## src/rtl/psum_collector_pkg.sv

```systemverilog
// Shared defaults and sizing helpers for the psum collector.
package psum_collector_pkg;

  localparam int unsigned default_col     = 8;
  localparam int unsigned default_psum_bw = 16;
  localparam int unsigned default_depth   = 8;

  // Occupancy counter must represent 0..depth inclusive.
  function automatic int unsigned count_width(input int unsigned d);
    return $clog2(d) + 1;
  endfunction

endpackage

```

## src/rtl/psum_col_fifo.sv

```systemverilog
// Single-column first-word-fall-through FIFO with a held output while the row is not shown.
module psum_col_fifo
  import psum_collector_pkg::*;
#(
  parameter int unsigned psum_bw = default_psum_bw,
  parameter int unsigned depth   = default_depth
) (
  input  logic               clk,
  input  logic               reset,
  input  logic [psum_bw-1:0] wdata,
  input  logic               wr,
  input  logic               pop,
  input  logic               show,
  output logic [psum_bw-1:0] rdata_c,
  output logic               nonempty_c,
  output logic               full_c,
  output logic               drop_c
);

  localparam int unsigned aw = $clog2(depth);
  localparam int unsigned cw = count_width(depth);

  logic [psum_bw-1:0] mem [depth];
  logic [psum_bw-1:0] last;
  logic [aw-1:0]      wptr;
  logic [aw-1:0]      rptr;
  logic [cw-1:0]      count;
  logic               push;
  logic               pop_ok;

  always_comb begin
    nonempty_c = (count != '0);
    full_c     = (count == cw'(depth));
    pop_ok     = pop && nonempty_c;
    push       = wr && (!full_c || pop_ok);
    drop_c     = wr && full_c && !pop_ok;
    rdata_c    = show ? mem[rptr] : last;
  end

  // Pointers wrap naturally because depth is a power of two.
  always_ff @(posedge clk or negedge reset) begin
    if (!reset) begin
      wptr  <= '0;
      rptr  <= '0;
      count <= '0;
    end else begin
      if (push)   wptr <= wptr + aw'(1);
      if (pop_ok) rptr <= rptr + aw'(1);
      if (push && !pop_ok)      count <= count + cw'(1);
      else if (!push && pop_ok) count <= count - cw'(1);
    end
  end

  // Storage and the output hold register carry no reset.
  always_ff @(posedge clk) begin
    if (push) mem[wptr] <= wdata;
    if (show) last <= mem[rptr];
  end

endmodule

```

## src/rtl/psum_collector.sv

```systemverilog
// Collects skewed psum columns from the array south edge into per-column FIFOs, popped as whole rows.
module psum_collector
  import psum_collector_pkg::*;
#(
  parameter int unsigned col     = default_col,
  parameter int unsigned psum_bw = default_psum_bw,
  parameter int unsigned depth   = default_depth
) (
  input  logic                   clk,
  input  logic                   reset,
  input  logic [psum_bw*col-1:0] in_psum,
  input  logic [col-1:0]         in_valid,
  input  logic                   rd,
  output logic [psum_bw*col-1:0] out_data,
  output logic                   o_valid,
  output logic                   o_full,
  output logic                   o_overflow
);

  logic [col-1:0] nonempty;
  logic [col-1:0] full;
  logic [col-1:0] drop;
  logic           pop;

  assign o_valid = &nonempty;
  assign o_full  = |full;
  assign pop     = rd && o_valid;

  for (genvar c = 0; c < col; c++) begin : g_col
    psum_col_fifo #(
      .psum_bw(psum_bw),
      .depth  (depth)
    ) u_fifo (
      .clk       (clk),
      .reset     (reset),
      .wdata     (in_psum[c*psum_bw +: psum_bw]),
      .wr        (in_valid[c]),
      .pop       (pop),
      .show      (o_valid),
      .rdata_c   (out_data[c*psum_bw +: psum_bw]),
      .nonempty_c(nonempty[c]),
      .full_c    (full[c]),
      .drop_c    (drop[c])
    );
  end

  // Sticky until reset.
  always_ff @(posedge clk or negedge reset) begin
    if (!reset)     o_overflow <= 1'b0;
    else if (|drop) o_overflow <= 1'b1;
  end

endmodule

```

## config.mk

```make
export PLATFORM = sky130hd
export DESIGN_NAME = psum_collector
export DESIGN_NICKNAME = d
export VERILOG_FILES = /design/src/rtl/psum_collector_pkg.sv /design/src/rtl/psum_col_fifo.sv /design/src/rtl/psum_collector.sv
export SDC_FILE = /design/constraint.sdc
export NUM_CORES = 1
export LEC_CHECK = 0
export CORE_MARGIN = 4
export CORE_UTILIZATION = 34
export DETAILED_ROUTE_END_ITERATION = 10
export SLEW_MARGIN = 20
export SYNTH_ARGS = -nofsm -noshare
export SYNTH_HDL_FRONTEND = slang
export SYNTH_HIERARCHICAL = 1
export SYNTH_SLANG_ARGS = --single-unit
```

## constraint.sdc

```tcl
create_clock -name clk -period 6.3 [get_ports clk]
set_input_delay 1.26 -clock clk [delete_from_list [all_inputs] [get_ports clk]]
set_output_delay 1.26 -clock clk [all_outputs]
set_load 0.05 [all_outputs]
```

# Word level (Yosys, flattened, before mapping)

Memories as Yosys holds them, arrays and structs flattened.
Cells that the tools add are included.
Widths: inputs -> output; s select.

$add $sub $neg: 32
Reductions and logical operators: 100
Equality and inequality tests: 8
Muxes and demuxes: 40

Operator list:

| kind                | count |
|---|---|
| $mux 16             | 8 |
| $mux 4              | 16 |
| $logic_and 1x1->1   | 49 |
| $add 3x1->3 const B | 16 |
| $add 4x1->4 const B | 8 |
| $eq 4x4->1 const B  | 8 |
| $reduce_bool 4->1   | 8 |
| $sub 4x1->4 const B | 8 |
| $logic_not 1->1     | 24 |
| $mux 1              | 16 |
| $reduce_bool 2->1   | 8 |
| $reduce_or 8->1     | 2 |
| $logic_or 1x1->1    | 8 |
| $reduce_and 8->1    | 1 |

Bits of input ports: 139
Word-level logic and storage cells: 221
Output and inout port bits: 131
Bits in registers: 209
Memories kept: 8
RAM bits: 1024

Memories:

| name                | depth | width | read ports | clocked after Yosys merged registers in | write ports | RTL line            | text |
|---|---|---|---|---|---|---|---|
| g_col[0].u_fifo.mem | 8     | 16    | 1          | 0                                       | 1           | psum_col_fifo.sv:23 | `logic [psum_bw-1:0] mem [depth];` |
| g_col[1].u_fifo.mem | 8     | 16    | 1          | 0                                       | 1           | psum_col_fifo.sv:23 |  |
| g_col[2].u_fifo.mem | 8     | 16    | 1          | 0                                       | 1           | psum_col_fifo.sv:23 |  |
| g_col[3].u_fifo.mem | 8     | 16    | 1          | 0                                       | 1           | psum_col_fifo.sv:23 |  |
| g_col[4].u_fifo.mem | 8     | 16    | 1          | 0                                       | 1           | psum_col_fifo.sv:23 |  |
| g_col[5].u_fifo.mem | 8     | 16    | 1          | 0                                       | 1           | psum_col_fifo.sv:23 |  |
| +2 memories         | n/a   | n/a   | n/a        | n/a                                     | n/a         | n/a                 |  |

# Longest topological paths before layout

Depth in word-level cells: 10
Mapped depth: 12
Mapped depth without buffers: 12

# Cells and area by module

The synthesis kept the hierarchy.

Modules (own cells, without submodules):

| module                               | area each (µm²) | cells each | instances |
|---|---|---|---|
| psum_col_fifo at g_col[0].u_fifo ... | 5995.8          | 372        | 7 |
| psum_col_fifo at g_col[7].u_fifo     | 5998.3          | 372        | 1 |
| psum_collector                       | 86.3            | 13         | 1 |

# Least setup slack after synthesis

OpenSTA, ideal clock, no wires.

Kind: in2reg
Start: input port rd
End: memory g_col[0].u_fifo/mem[0][0] in the netlist's numbering, enable pin
Setup time: 0.430 ns
Path buffers: 0
Data required time: 5.870 ns
Stages: 4
Arrival: 5.984 ns
Path slack: -0.114 ns
Path through: inv_1 > nor3_1 > o21ai_4 > nor4_1

Word-level cells in the longest chain between the ends: 6

RTL lines:

| what                         | RTL line             | text |
|---|---|---|
| from (decl)                  | psum_collector.sv:13 | `input logic rd,` |
| $logic_and 1x1->1            | psum_collector.sv:27 | `assign pop = rd && o_valid;` |
| via pop                      | psum_collector.sv:23 | `logic pop;` |
| $logic_and 1x1->1            | psum_col_fifo.sv:34  | `pop_ok = pop && nonempty_c;` |
| $logic_or 1x1->1             | psum_col_fifo.sv:35  | `push = wr && (!full_c \|\| pop_ok);` |
| $logic_and 1x1->1            | psum_col_fifo.sv:35  |  |
| $mux 1                       | psum_col_fifo.sv:56  | `if (push) mem[wptr] <= wdata;` |
| $mux 1 (not written as such) | psum_col_fifo.sv:56  |  |
| to (decl)                    | psum_col_fifo.sv:23  |  |

The timed path passes the listed nets, and every way through them passes these cells.

# Worst setup path after layout

Start: register g_col[3].u_fifo.count[0]
End: output port out_data[99]

Word-level cells in the longest chain between the ends: 3

RTL lines:

| what                   | RTL line             | text |
|---|---|---|
| from (decl)            | psum_col_fifo.sv:27  | `logic [cw-1:0] count;` |
| from (signal assigned) | psum_col_fifo.sv:49  | `if (push && !pop_ok) count <= count + cw'(1);` |
| from (signal assigned) | psum_col_fifo.sv:50  | `else if (!push && pop_ok) count <= count - cw'(1);` |
| $reduce_bool 4->1      | psum_col_fifo.sv:32  | `nonempty_c = (count != '0);` |
| via nonempty[3]        | psum_collector.sv:20 | `logic [col-1:0] nonempty;` |
| $reduce_and 8->1       | psum_collector.sv:25 | `assign o_valid = &nonempty;` |
| $mux 16                | psum_col_fifo.sv:37  | `rdata_c = show ? mem[rptr] : last;` |
| to (decl)              | psum_collector.sv:14 | `output logic [psum_bw*col-1:0] out_data,` |

The timed path passes the listed nets, and every way through them passes these cells.

==> impl_metrics.json <==
{
  "cts_setup_buffers": 0,
  "die_h_um": 384,
  "yosysWarnings": 6,
  "hold_viol": 0,
  "ctsResizeCount": 0,
  "syn_area_mm2": 0.0481,
  "cts_tree": "yes",
  "synth-edff-count": 1024,
  "critPathKind": "flop to output pin",
  "ys_async_sr_fraction_pct": 6.57,
  "drv_cap": 0,
  "cp_max_fo": 67,
  "endpoint_kind": "output pin",
  "antenna_left": 0,
  "drtIter0Drc": 1819,
  "vias": 26000,
  "status": "finished clean",
  "final_cell_mix": "edfxtp_1 (1024), mux2i_1 (520), clkdlybuf4s50_1 (268)",
  "ys_seq_area_share_pct": 73.5,
  "antenna_found_initial": 23,
  "fin_crit_ps": 5540,
  "globalRouteTotalUtil_pct": 14.8,
  "drc_errors": 0,
  "synth.distinct_cells": 35,
  "worst_slack_ps": 762,
  "grt_remaining_overflow": 0,
  "synthCells": 2989,
  "clk_pin_slew_ps": 60,
  "avgSynthCellArea_um2": 16.1,
  "layout-drive-gt1-share_pct": 11.5,
  "critPathLaunch": "g_col[3].u_fifo/count[0]",
  "cts_hold_buf": 0,
  "rr_startpoint": "g_col[3].u_fifo/count[0]",
  "grt_max_degree": 78,
  "via_per_inst": 4.86,
  "clock_sink_count": 1233,
  "synth_top_area_share_pct": 64.0,
  "tns_ps": 0,
  "clock_path_buffers": 3,
  "slew_headroom_pct": 23.7,
  "setup_violations": 0,
  "cts_buffers": 137,
  "synth_area_leaders": "edfxtp_1 (64%), mux2i_1 (11%), dfxtp_1 (5.3%)",
  "ios": 270,
  "ys.flop_type": "edfxtp_1",
  "fmax_mhz": 181,
  "synthToLayoutAreaGrowth_pct": 20.7,
  "wl_per_cell_um": 20.6,
  "rows": 137,
  "yosysTopAreaCell": "edfxtp_1",
  "place.gp.congestion": 0.724,
  "drt_first_pass_iters": 5,
  "fin_skew_ps": 30.9,
  "final_common_cell": "edfxtp_1",
  "grt_pass1_wl_mm": 164,
  "die_area_mm2": 0.147,
  "final_nets": 3528,
  "r2r_slack_ps": 2430,
  "place_hpwl_mm": 64.5,
  "grt_pass1_vias": 26100,
  "finalCritPeriodShare_pct": 87.9,
  "port_buffers": 269,
  "grt_setup_unrepaired": "no",
  "initial_core_util_pct": 34.4,
  "worst_setup_path_start_kind": "flop",
  "core_area_mm2": 0.140,
  "hold_ws_ps": 446,
  "clk_latency_ps": 770,
  "htree_levels": 4,
  "die_w_um": 384,
  "cts_root_buffer": "clkbuf_16",
  "min_from": "g_col[7].u_fifo/last[5]",
  "required_ps": 5040,
  "tightest_slew_ps": 1140,
  "cp.arrival_ps": 4280,
  "dpl_worst_slack_ps": 1450,
  "drt_wl_total_mm": 110,
  "syn_nets": 3176,
  "min_path_type": "flop to flop",
  "drv_slew": 0,
  "ys_seq_elements": 1233
}
## path summary, 6_finish.rpt
check,end,depth (start not counted)
worst max-delay path,out_data[99],7
max in group asynchronous,g_col[6].u_fifo/rptr[0],2
worst min register to register,g_col[7].u_fifo/last[5],2
worst min-delay path,g_col[7].u_fifo/last[5],2
min in group asynchronous,g_col[5].u_fifo/rptr[0],1
worst max register to register,g_col[2].u_fifo/count[3],12
## flip-flops by register name (all words and copies together) (netlist names)
signal              cells
g_col.u_fifo/count     32
g_col.u_fifo/last     128
g_col.u_fifo/mem     1024
g_col.u_fifo/rptr      24
g_col.u_fifo/wptr      24
o_overflow              1
## through the flow
| step | std cells | util, % | area, um2 |
|---|---|---|---|
| floorplan | 2989 | - | 48100 |
| global placement | 5076 | 38.2 | 53400 |
| detailed placement | 5076 | 38.2 | 53400 |
| CTS | 5329 | 41.4 | 57900 |
| global route | 5332 | 41.4 | 58000 |
| finish | 5345 | 41.5 | 58000 |
## synthesized netlist by cell type, types with 11 or more instances
| master | number |
|---|---|
| a22oi_1 | 256 |
| buf_1 | 16 |
| buf_2 | 63 |
| buf_4 | 17 |
| clkbuf_1 | 48 |
| dfrtp_1 | 81 |
| dfxtp_1 | 128 |
| edfxtp_1 | 1024 |
| ha_1 | 40 |
| inv_1 | 145 |
| mux2_2 | 16 |
| mux2i_1 | 520 |
| nand2_1 | 73 |
| nand2b_1 | 16 |
| nand3_1 | 137 |
| nor2_1 | 34 |
| nor2b_1 | 16 |
| nor3_1 | 58 |
| nor4_1 | 11 |
| o21ai_0 | 126 |
| o21ai_1 | 18 |
| xnor2_1 | 48 |
## layer usage
metal / vias to the layer above / global-route usage (%) / wire, um
li1: 12200 / - / -
met1: 13100 / 18.8 / 47000
met2: 544 / 24.5 / 53700
met3: 156 / 4.21 / 7250
met4: 14 / 4.45 / 2280
met5: - / 0 / 92
## worst max-delay path: stages (launching register included)
cell,delay (ps)
dfrtp_1,440
or4_1,240
nand4_1,280
nor2_4,870
buf_12,360
nand3_1,240
o21ai_0,190
clkdlybuf4s50_1,880
## layout make-up
| cell class | instances | area [um2] |
|---|---|---|
| Clock inverter | 63 | 756 |
| Multi-Input combinational cell | 1459 | 11700 |
| Antenna cell | 14 | 35.0 |
| Sequential cell | 1233 | 35400 |
| Fill cell | 12600 | 81900 |
| Timing Repair Buffer | 357 | 3430 |
| Clock buffer | 190 | 3750 |
| Inverter | 153 | 574 |
| Tap cell | 1876 | 2350 |
## cell families after synthesis
logic type / synth area share (%)
fa+ha+maj: 1.37
xor+xnor: 0.875
simple gates: 4.14
buf+inv: 2.62
flops: 73.5
compound gates: 6.25
mux: 11.2
Power is not shown: default switching activity piles up to over one toggle a cycle in this logic, so the estimate is an artifact.
